**src/rtl/hog_bridge_pkg.sv**
```systemverilog
// Shared constants for the HPS bridge responder: register map, bit positions
// inside CTRL / STATUS / IRQ_STATUS, and the bus handshake state encoding.
package hog_bridge_pkg;

  // Word addresses of the bridge register file
  localparam int REG_CTRL       = 0;
  localparam int REG_STATUS     = 1;
  localparam int REG_PIXEL_IN   = 2;
  localparam int REG_RESULT     = 3;
  localparam int REG_IRQ_THRESH = 4;
  localparam int REG_IRQ_STATUS = 5;
  localparam int REG_SCRATCH    = 6;

  // CTRL bits
  localparam int CTRL_ENABLE     = 0;
  localparam int CTRL_IRQ_EN     = 1;
  localparam int CTRL_FIFO_CLEAR = 2;

  // STATUS bits
  localparam int STATUS_PIX_VALID = 0;
  localparam int STATUS_EMPTY     = 1;
  localparam int STATUS_FULL      = 2;
  localparam int STATUS_OVERFLOW  = 3;
  localparam int STATUS_LEVEL_LSB = 8;

  // IRQ_STATUS bits
  localparam int IRQ_THRESH_HIT = 0;
  localparam int IRQ_OVERFLOW   = 1;

  // IRQ_THRESH field width (covers 0..FIFO_DEPTH for a 16-entry FIFO)
  localparam int THRESH_WIDTH = 5;

  // Bus handshake states
  typedef enum logic [1:0] {
    S_IDLE    = 2'd0,
    S_ACK     = 2'd1,
    S_RELEASE = 2'd2
  } bus_state_e;

endpackage

```
**src/rtl/sync_fifo.sv**
```systemverilog
// Single-clock FIFO buffering HOG descriptor words. The level counter is kept
// separately from the wrapping pointers so full/empty need no extra flag.
// A pop on an empty FIFO is ignored; a push on a full FIFO only lands when a
// pop frees the head slot in the same cycle. Clear beats everything.
module sync_fifo #(
  parameter int WIDTH = 32,
  parameter int DEPTH = 16
) (
  input  logic                     clk,
  input  logic                     rst,
  input  logic                     push,
  input  logic                     pop,
  input  logic                     clear,
  input  logic [WIDTH-1:0]         data_in,
  output logic [WIDTH-1:0]         data_out,
  output logic [$clog2(DEPTH):0]   level,
  output logic                     full,
  output logic                     empty
);

  localparam int AW = $clog2(DEPTH);

  logic [WIDTH-1:0] mem_r [DEPTH];
  logic [AW-1:0]    wr_ptr_r;
  logic [AW-1:0]    rd_ptr_r;
  logic [AW:0]      level_r;
  logic             do_push_s;
  logic             do_pop_s;

  assign full      = (level_r == (AW+1)'(DEPTH));
  assign empty     = (level_r == '0);
  assign level     = level_r;
  assign data_out  = mem_r[rd_ptr_r];
  assign do_pop_s  = pop & ~empty & ~clear;
  assign do_push_s = push & (~full | do_pop_s) & ~clear;

  // Storage array write port (contents need no reset; level gates visibility)
  always_ff @(posedge clk) begin
    if (do_push_s) begin
      mem_r[wr_ptr_r] <= data_in;
    end
  end

  // Pointer and level bookkeeping
  always_ff @(posedge clk or posedge rst) begin
    if (rst) begin
      wr_ptr_r <= '0;
      rd_ptr_r <= '0;
      level_r  <= '0;
    end else if (clear) begin
      wr_ptr_r <= '0;
      rd_ptr_r <= '0;
      level_r  <= '0;
    end else begin
      if (do_push_s) wr_ptr_r <= wr_ptr_r + AW'(1);
      if (do_pop_s)  rd_ptr_r <= rd_ptr_r + AW'(1);
      case ({do_push_s, do_pop_s})
        2'b10:   level_r <= level_r + (AW+1)'(1);
        2'b01:   level_r <= level_r - (AW+1)'(1);
        default: level_r <= level_r;
      endcase
    end
  end

endmodule

```
**src/rtl/hog_bridge_responder.sv**
```systemverilog
// Responder for the HPS bridge: decodes accesses into a small register file,
// forwards written pixels to the HOG over valid/ready, and buffers HOG
// descriptor words in a FIFO that the HPS drains by reading RESULT.
module hog_bridge_responder
  import hog_bridge_pkg::*;
#(
  parameter int ADDR_WIDTH = 5,
  parameter int BUS_WIDTH  = 32,
  parameter int BUS_BYTES  = BUS_WIDTH / 8,
  parameter int DATA_WIDTH = 8,
  parameter int FIFO_DEPTH = 16
) (
  input  logic                  clk,
  input  logic                  rst,
  input  logic [ADDR_WIDTH-1:0] addr,
  input  logic                  bus_enable,
  input  logic                  r_wbar,
  input  logic [BUS_BYTES-1:0]  byte_enable,
  input  logic [BUS_WIDTH-1:0]  write_data,
  output logic [BUS_WIDTH-1:0]  read_data,
  output logic                  ack,
  output logic                  irq,
  output logic [DATA_WIDTH-1:0] pixel_out,
  output logic                  pixel_valid,
  input  logic                  pixel_ready,
  input  logic [BUS_WIDTH-1:0]  res_data,
  input  logic                  res_valid,
  output logic                  hog_enable
);

  localparam int LEVEL_WIDTH = $clog2(FIFO_DEPTH) + 1;

  // Expand byte lanes into a bit mask for masked register writes
  function automatic logic [BUS_WIDTH-1:0] be_mask(input logic [BUS_BYTES-1:0] be);
    logic [BUS_WIDTH-1:0] m;
    m = '0;
    for (int i = 0; i < BUS_BYTES; i++) begin
      m[i*8 +: 8] = {8{be[i]}};
    end
    return m;
  endfunction

  bus_state_e              state_r, state_nxt_s;
  logic                    is_ctrl_s, is_status_s, is_pixel_s, is_result_s;
  logic                    is_thresh_s, is_irq_status_s, is_scratch_s;
  logic                    stall_s, access_s, wr_s, rd_s;
  logic [BUS_WIDTH-1:0]    wmask_s, rd_mux_s, status_s;
  logic [1:0]              ctrl_r, irq_stat_r, w1c_s;
  logic [THRESH_WIDTH-1:0] thresh_r;
  logic [BUS_WIDTH-1:0]    scratch_r, rd_data_r;
  logic [DATA_WIDTH-1:0]   pix_r;
  logic                    pix_valid_r, ovf_r, ack_r, irq_r;
  logic                    fifo_pop_s, fifo_clear_s, ovf_evt_s, thr_hit_s;
  logic [BUS_WIDTH-1:0]    fifo_dout_s;
  logic [LEVEL_WIDTH-1:0]  fifo_level_s;
  logic                    fifo_full_s, fifo_empty_s;

  assign is_ctrl_s       = (addr == ADDR_WIDTH'(REG_CTRL));
  assign is_status_s     = (addr == ADDR_WIDTH'(REG_STATUS));
  assign is_pixel_s      = (addr == ADDR_WIDTH'(REG_PIXEL_IN));
  assign is_result_s     = (addr == ADDR_WIDTH'(REG_RESULT));
  assign is_thresh_s     = (addr == ADDR_WIDTH'(REG_IRQ_THRESH));
  assign is_irq_status_s = (addr == ADDR_WIDTH'(REG_IRQ_STATUS));
  assign is_scratch_s    = (addr == ADDR_WIDTH'(REG_SCRATCH));

  // A pixel write must wait while the previous pixel is still unconsumed
  assign stall_s      = is_pixel_s & ~r_wbar & pix_valid_r & ~pixel_ready;
  assign access_s     = (state_r == S_IDLE) & bus_enable & ~stall_s;
  assign wr_s         = access_s & ~r_wbar;
  assign rd_s         = access_s & r_wbar;
  assign wmask_s      = be_mask(byte_enable);
  assign fifo_pop_s   = rd_s & is_result_s;
  assign fifo_clear_s = wr_s & is_ctrl_s & wmask_s[CTRL_FIFO_CLEAR] & write_data[CTRL_FIFO_CLEAR];
  assign ovf_evt_s    = res_valid & fifo_full_s & ~fifo_pop_s & ~fifo_clear_s;
  assign thr_hit_s    = (thresh_r != '0) && (int'(fifo_level_s) >= int'(thresh_r));
  assign w1c_s        = write_data[1:0] & wmask_s[1:0] & {2{wr_s & is_irq_status_s}};

  sync_fifo #(
    .WIDTH (BUS_WIDTH),
    .DEPTH (FIFO_DEPTH)
  ) u_result_fifo (
    .clk      (clk),
    .rst      (rst),
    .push     (res_valid),
    .pop      (fifo_pop_s),
    .clear    (fifo_clear_s),
    .data_in  (res_data),
    .data_out (fifo_dout_s),
    .level    (fifo_level_s),
    .full     (fifo_full_s),
    .empty    (fifo_empty_s)
  );

  // Bus handshake state register
  always_ff @(posedge clk or posedge rst) begin
    if (rst) state_r <= S_IDLE;
    else     state_r <= state_nxt_s;
  end

  // Next state: one ack per request, then wait for the initiator to let go
  always_comb begin
    state_nxt_s = state_r;
    case (state_r)
      S_IDLE:    if (access_s)   state_nxt_s = S_ACK;     else state_nxt_s = S_IDLE;
      S_ACK:     if (bus_enable) state_nxt_s = S_RELEASE; else state_nxt_s = S_IDLE;
      S_RELEASE: if (bus_enable) state_nxt_s = S_RELEASE; else state_nxt_s = S_IDLE;
      default:   state_nxt_s = S_IDLE;
    endcase
  end

  // Read data multiplexer; unmapped and write-only addresses read as zero
  always_comb begin
    status_s = '0;
    status_s[STATUS_PIX_VALID] = pix_valid_r;
    status_s[STATUS_EMPTY]     = fifo_empty_s;
    status_s[STATUS_FULL]      = fifo_full_s;
    status_s[STATUS_OVERFLOW]  = ovf_r;
    status_s[STATUS_LEVEL_LSB +: LEVEL_WIDTH] = fifo_level_s;
    rd_mux_s = '0;
    case (addr)
      ADDR_WIDTH'(REG_CTRL):       rd_mux_s[1:0] = ctrl_r;
      ADDR_WIDTH'(REG_STATUS):     rd_mux_s = status_s;
      ADDR_WIDTH'(REG_RESULT):     if (!fifo_empty_s) rd_mux_s = fifo_dout_s; else rd_mux_s = '0;
      ADDR_WIDTH'(REG_IRQ_THRESH): rd_mux_s[THRESH_WIDTH-1:0] = thresh_r;
      ADDR_WIDTH'(REG_IRQ_STATUS): rd_mux_s[1:0] = irq_stat_r;
      ADDR_WIDTH'(REG_SCRATCH):    rd_mux_s = scratch_r;
      default:                     rd_mux_s = '0;
    endcase
  end

  // Register file, pixel slot and overflow/interrupt status
  always_ff @(posedge clk or posedge rst) begin
    if (rst) begin
      ctrl_r      <= '0;
      thresh_r    <= '0;
      scratch_r   <= '0;
      irq_stat_r  <= '0;
      pix_r       <= '0;
      pix_valid_r <= 1'b0;
      ovf_r       <= 1'b0;
    end else begin
      if (wr_s && is_ctrl_s)
        ctrl_r <= (ctrl_r & ~wmask_s[1:0]) | (write_data[1:0] & wmask_s[1:0]);
      if (wr_s && is_thresh_s)
        thresh_r <= (thresh_r & ~wmask_s[THRESH_WIDTH-1:0])
                  | (write_data[THRESH_WIDTH-1:0] & wmask_s[THRESH_WIDTH-1:0]);
      if (wr_s && is_scratch_s)
        scratch_r <= (scratch_r & ~wmask_s) | (write_data & wmask_s);
      // Set wins over a same-cycle W1C so a persisting condition re-asserts
      irq_stat_r[IRQ_THRESH_HIT] <= thr_hit_s | (irq_stat_r[IRQ_THRESH_HIT] & ~w1c_s[IRQ_THRESH_HIT]);
      irq_stat_r[IRQ_OVERFLOW]   <= ovf_evt_s | (irq_stat_r[IRQ_OVERFLOW] & ~w1c_s[IRQ_OVERFLOW]);
      if (fifo_clear_s)   ovf_r <= 1'b0;
      else if (ovf_evt_s) ovf_r <= 1'b1;
      if (wr_s && is_pixel_s && byte_enable[0]) begin
        pix_r       <= write_data[DATA_WIDTH-1:0];
        pix_valid_r <= 1'b1;
      end else if (pix_valid_r && pixel_ready) begin
        pix_valid_r <= 1'b0;
      end
    end
  end

  // Registered bus outputs and interrupt line
  always_ff @(posedge clk or posedge rst) begin
    if (rst) begin
      ack_r     <= 1'b0;
      rd_data_r <= '0;
      irq_r     <= 1'b0;
    end else begin
      ack_r     <= access_s;
      rd_data_r <= rd_s ? rd_mux_s : '0;
      irq_r     <= ctrl_r[CTRL_IRQ_EN] & (|irq_stat_r);
    end
  end

  assign read_data   = rd_data_r;
  assign ack         = ack_r;
  assign irq         = irq_r;
  assign pixel_out   = pix_r;
  assign pixel_valid = pix_valid_r;
  assign hog_enable  = ctrl_r[CTRL_ENABLE];

endmodule

```
**config.mk**
```make
export PLATFORM = sky130hd
export DESIGN_NAME = hog_bridge_responder
export DESIGN_NICKNAME = d
export VERILOG_FILES = /design/src/rtl/hog_bridge_pkg.sv /design/src/rtl/sync_fifo.sv /design/src/rtl/hog_bridge_responder.sv
export SDC_FILE = /design/constraint.sdc
export NUM_CORES = 1
export LEC_CHECK = 0
export BUFFER_PORTS_ARGS = -buffer_cell sky130_fd_sc_hd__buf_4
export CORE_ASPECT_RATIO = 1.75
export CORE_MARGIN = 10
export CORE_UTILIZATION = 30
export DETAILED_ROUTE_END_ITERATION = 7
export GPL_ROUTABILITY_DRIVEN = 0
export GPL_TIMING_DRIVEN = 0
export MAX_ROUTING_LAYER = met4
export SLEW_MARGIN = 20
export SYNTH_ARGS = -nofsm -noshare
export SYNTH_HDL_FRONTEND = slang
export SYNTH_SLANG_ARGS = --single-unit
```
**constraint.sdc**
```tcl
create_clock -name clk -period 5.6 [get_ports clk]
set_clock_uncertainty 0.2 [all_clocks]
set_input_delay 0.56 -clock clk [delete_from_list [all_inputs] [get_ports clk]]
set_output_delay 0.56 -clock clk [all_outputs]
set_load 0.01 [all_outputs]
```
==> out/results.ini <==
[critical_path]
endpoint_kind=register
cp_top_family=buffers and inverters
critPathMaxStageDelay_ns=0.84
path_class=register to register
cp_slowest_cell=clkbuf_1
worst_path_most_repeated_cell=clkbuf_1
start_kind=register
worstPathArrival_ns=3.65
crit_required_ns=5.76
worstPathMaxFanout=10
critPathBufInv=2
worstPathCellList=clkbuf_1 > or4_4 > o21ai_2 > clkbuf_1 > o21ai_0

[worst_hold_path]
hold_class=input port to register

[yosys]
yosys_warnings=0
synth_cell_types=67
synth.largest_area_cell=edfxtp_1
synth_area_leaders=edfxtp_1, mux4_2, dfrtp_1, mux2_2, mux2i_1
synth_area_um2=24100
syn_inst=1200
seq_area_frac_synth_pct=74.3
synth_top_flop_cell=edfxtp_1
synth-edff-count=512
syn_nets=1293
syn_avg_cell_area_um2=20.1
synth_top_area_share_pct=63.9
ys_ff_latch=612
synthArstFlopShare_pct=16.3

[timing]
slew_headroom_pct=28.2
whs_ns=0.0394
rsz0062_at_grt=no
finalCriticalPeriod_ns=3.49
fmaxAchievable_ghz=0.287
finalSetupTns_ns=0
post-route-period-util_pct=62.2
tightest_slew_ns=1.08
slew_viol_final=0
finalHoldViolations=0
setup_viol=0

[job]
max_cap_violations=0

[detailed_routing]
drtIter0Drc=944
ant_nets=0
drt_first_pass_iters=5
drt_wl_total_um=61100
drt-vias-per-instance=4.87
route.detailed.drc=0
num_vias=12200
wl_per_cell_um=24.4

[clocking]
insertion_delay_ns=0.62
cts_buffers=57
path_clk_slew_ns=0.07
clockBufferDepth=3
post_cts_buffers=0
clockRootBuffer=clkbuf_16
cts_sinks=612
htreeDepth=2
tritoncts=yes

[global_route]
grt_max_degree=69
antenna_found_initial=3
grt_pass1_vias=13400
grt_usage_pct=13.5
grt_first_pass_wirelength_um=89900
gr-total-overflow=0

[floorplan]
die_h_um=395
ios=123
num_rows=137
die_area_um2=92400
dieWidth_um=234
core_area_um2=79700
initial_core_util_pct=30.2

[cells_and_area]
finalNonFillerCells=2509
syn_to_final_growth_pct=19.3
nets=1511
most-common-layout-cells=edfxtp_1, mux4_2, buf_4
drive_gt1_share_pct=33.4
post-route-util_pct=36.0
design_area_um2=28700
final_common_cell=edfxtp_1

[power]
p_per_area_nw_per_um2=387
p_leak_uw=0.00975
peakVddDrop_v=0.000250

[placement]
portBuffers=119
dp_hpwl_um=39000
placed_cells=2366
dpl_cell_area_um2=26400

[outcome]
run_status=completed

==> per-stage QoR <==
step	setup WS, ns	power (µW)
finish	2.11	11100
global route	1.93	11600
CTS	2.00	11300
detailed placement	2.05	7240
global placement	0.717	7150
floorplan	2.22	6610
==> worst reg2reg max path: stages (launching register included) <==
cell and delay [ns]:
dfrtp_1 0.38, clkbuf_1 0.22, or4_4 0.62, o21ai_2 0.46, clkbuf_1 0.84, o21ai_0 0.50
==> cells in the mapped netlist, drive strengths merged, types with 3 or more instances <==
master	count
mux2i	38
o22ai	12
and3	3
dfrtp	100
nor2	49
mux4	128
a21oi	33
a31oi	3
o21ai	27
mux2	79
nand2	34
nand2b	4
xnor2	3
inv	12
edfxtp	512
nor3	9
and2	16
ha	14
a22oi	5
o21a	3
buf	42
clkbuf	17
xor2	6
nand3	5
nor4	7
nor3b	3
==> final cells by class <==
| class | count | area, µm² |
|---|---|---|
| Fill cell | 7351 | 51000 |
| Sequential cell | 612 | 17900 |
| Multi-Input combinational cell | 517 | 5900 |
| Clock buffer | 70 | 1550 |
| Timing Repair Buffer | 159 | 1370 |
| Tap cell | 1042 | 1300 |
| Clock inverter | 36 | 384 |
| Buffer | 59 | 284 |
| Inverter | 12 | 50.0 |
| Antenna cell | 2 | 5.00 |
==> sequential cells by signal, indices dropped and copies added (netlist names), named ones only <==
name / cells
u_result_fifo.wr_ptr_r: 4
pixel_out: 8
pixel_valid: 1
irq_stat_r: 2
u_result_fifo.mem_r: 512
ovf_r: 1
u_result_fifo.level: 5
u_result_fifo.rd_ptr_r: 4
state_r: 2
irq: 1
read_data: 32
ack: 1
==> metal layers <==
metal / share of wire (%) / track usage [%] / up-vias / wire, µm
li1: - / - / 5298 / -
met2: 53 / 23.5 / 396 / 32600
met5: 0 / - / - / 0
met4: 2.3 / 3.77 / 0 / 1420
met1: 38 / 15.5 / 6447 / 23200
met3: 6.4 / 2.66 / 87 / 3900
==> cell families after synthesis <==
family                   synth area share [%]
flip-flops                               74.3
multiplexers                             17.3
AND/OR/NAND/NOR                          3.47
AO/OA/AOI/OAI                            2.59
buffers and inverters                    1.37
adder cells (fa/ha/maj)                 0.728
XOR/XNOR                                0.327
==> path summary, 6_finish.rpt <==
| path | startpoint | slack (ns) | to | cells after the start |
|---|---|---|---|---|
| setup / recovery | u_result_fifo.level[2] | 2.11 | read_data[17] | 5 |
| hold / removal | res_data[24] | 0.04 | u_result_fifo.mem_r[0][24] | 1 |
| setup reg to reg | u_result_fifo.level[2] | 2.11 | read_data[17] | 5 |
| hold reg to reg | register | 0.29 | read_data[16] | 2 |
| max in group asynchronous | rst | 4.19 | async pin | 4 |
| min in group asynchronous | rst | 0.28 | read_data[10] | 3 |
==> where the power goes <==
group,internal [µW],switching [µW]
sequential,5390,131
combinational,683,917
clock,2300,1710
==> timing repair <==
item | CTS | global route
resized for setup | 0 | 0
endpoints found under the hold margin | 94 | 0
hold buffers | 35 | 0
Power figures use the tool's default switching activity.
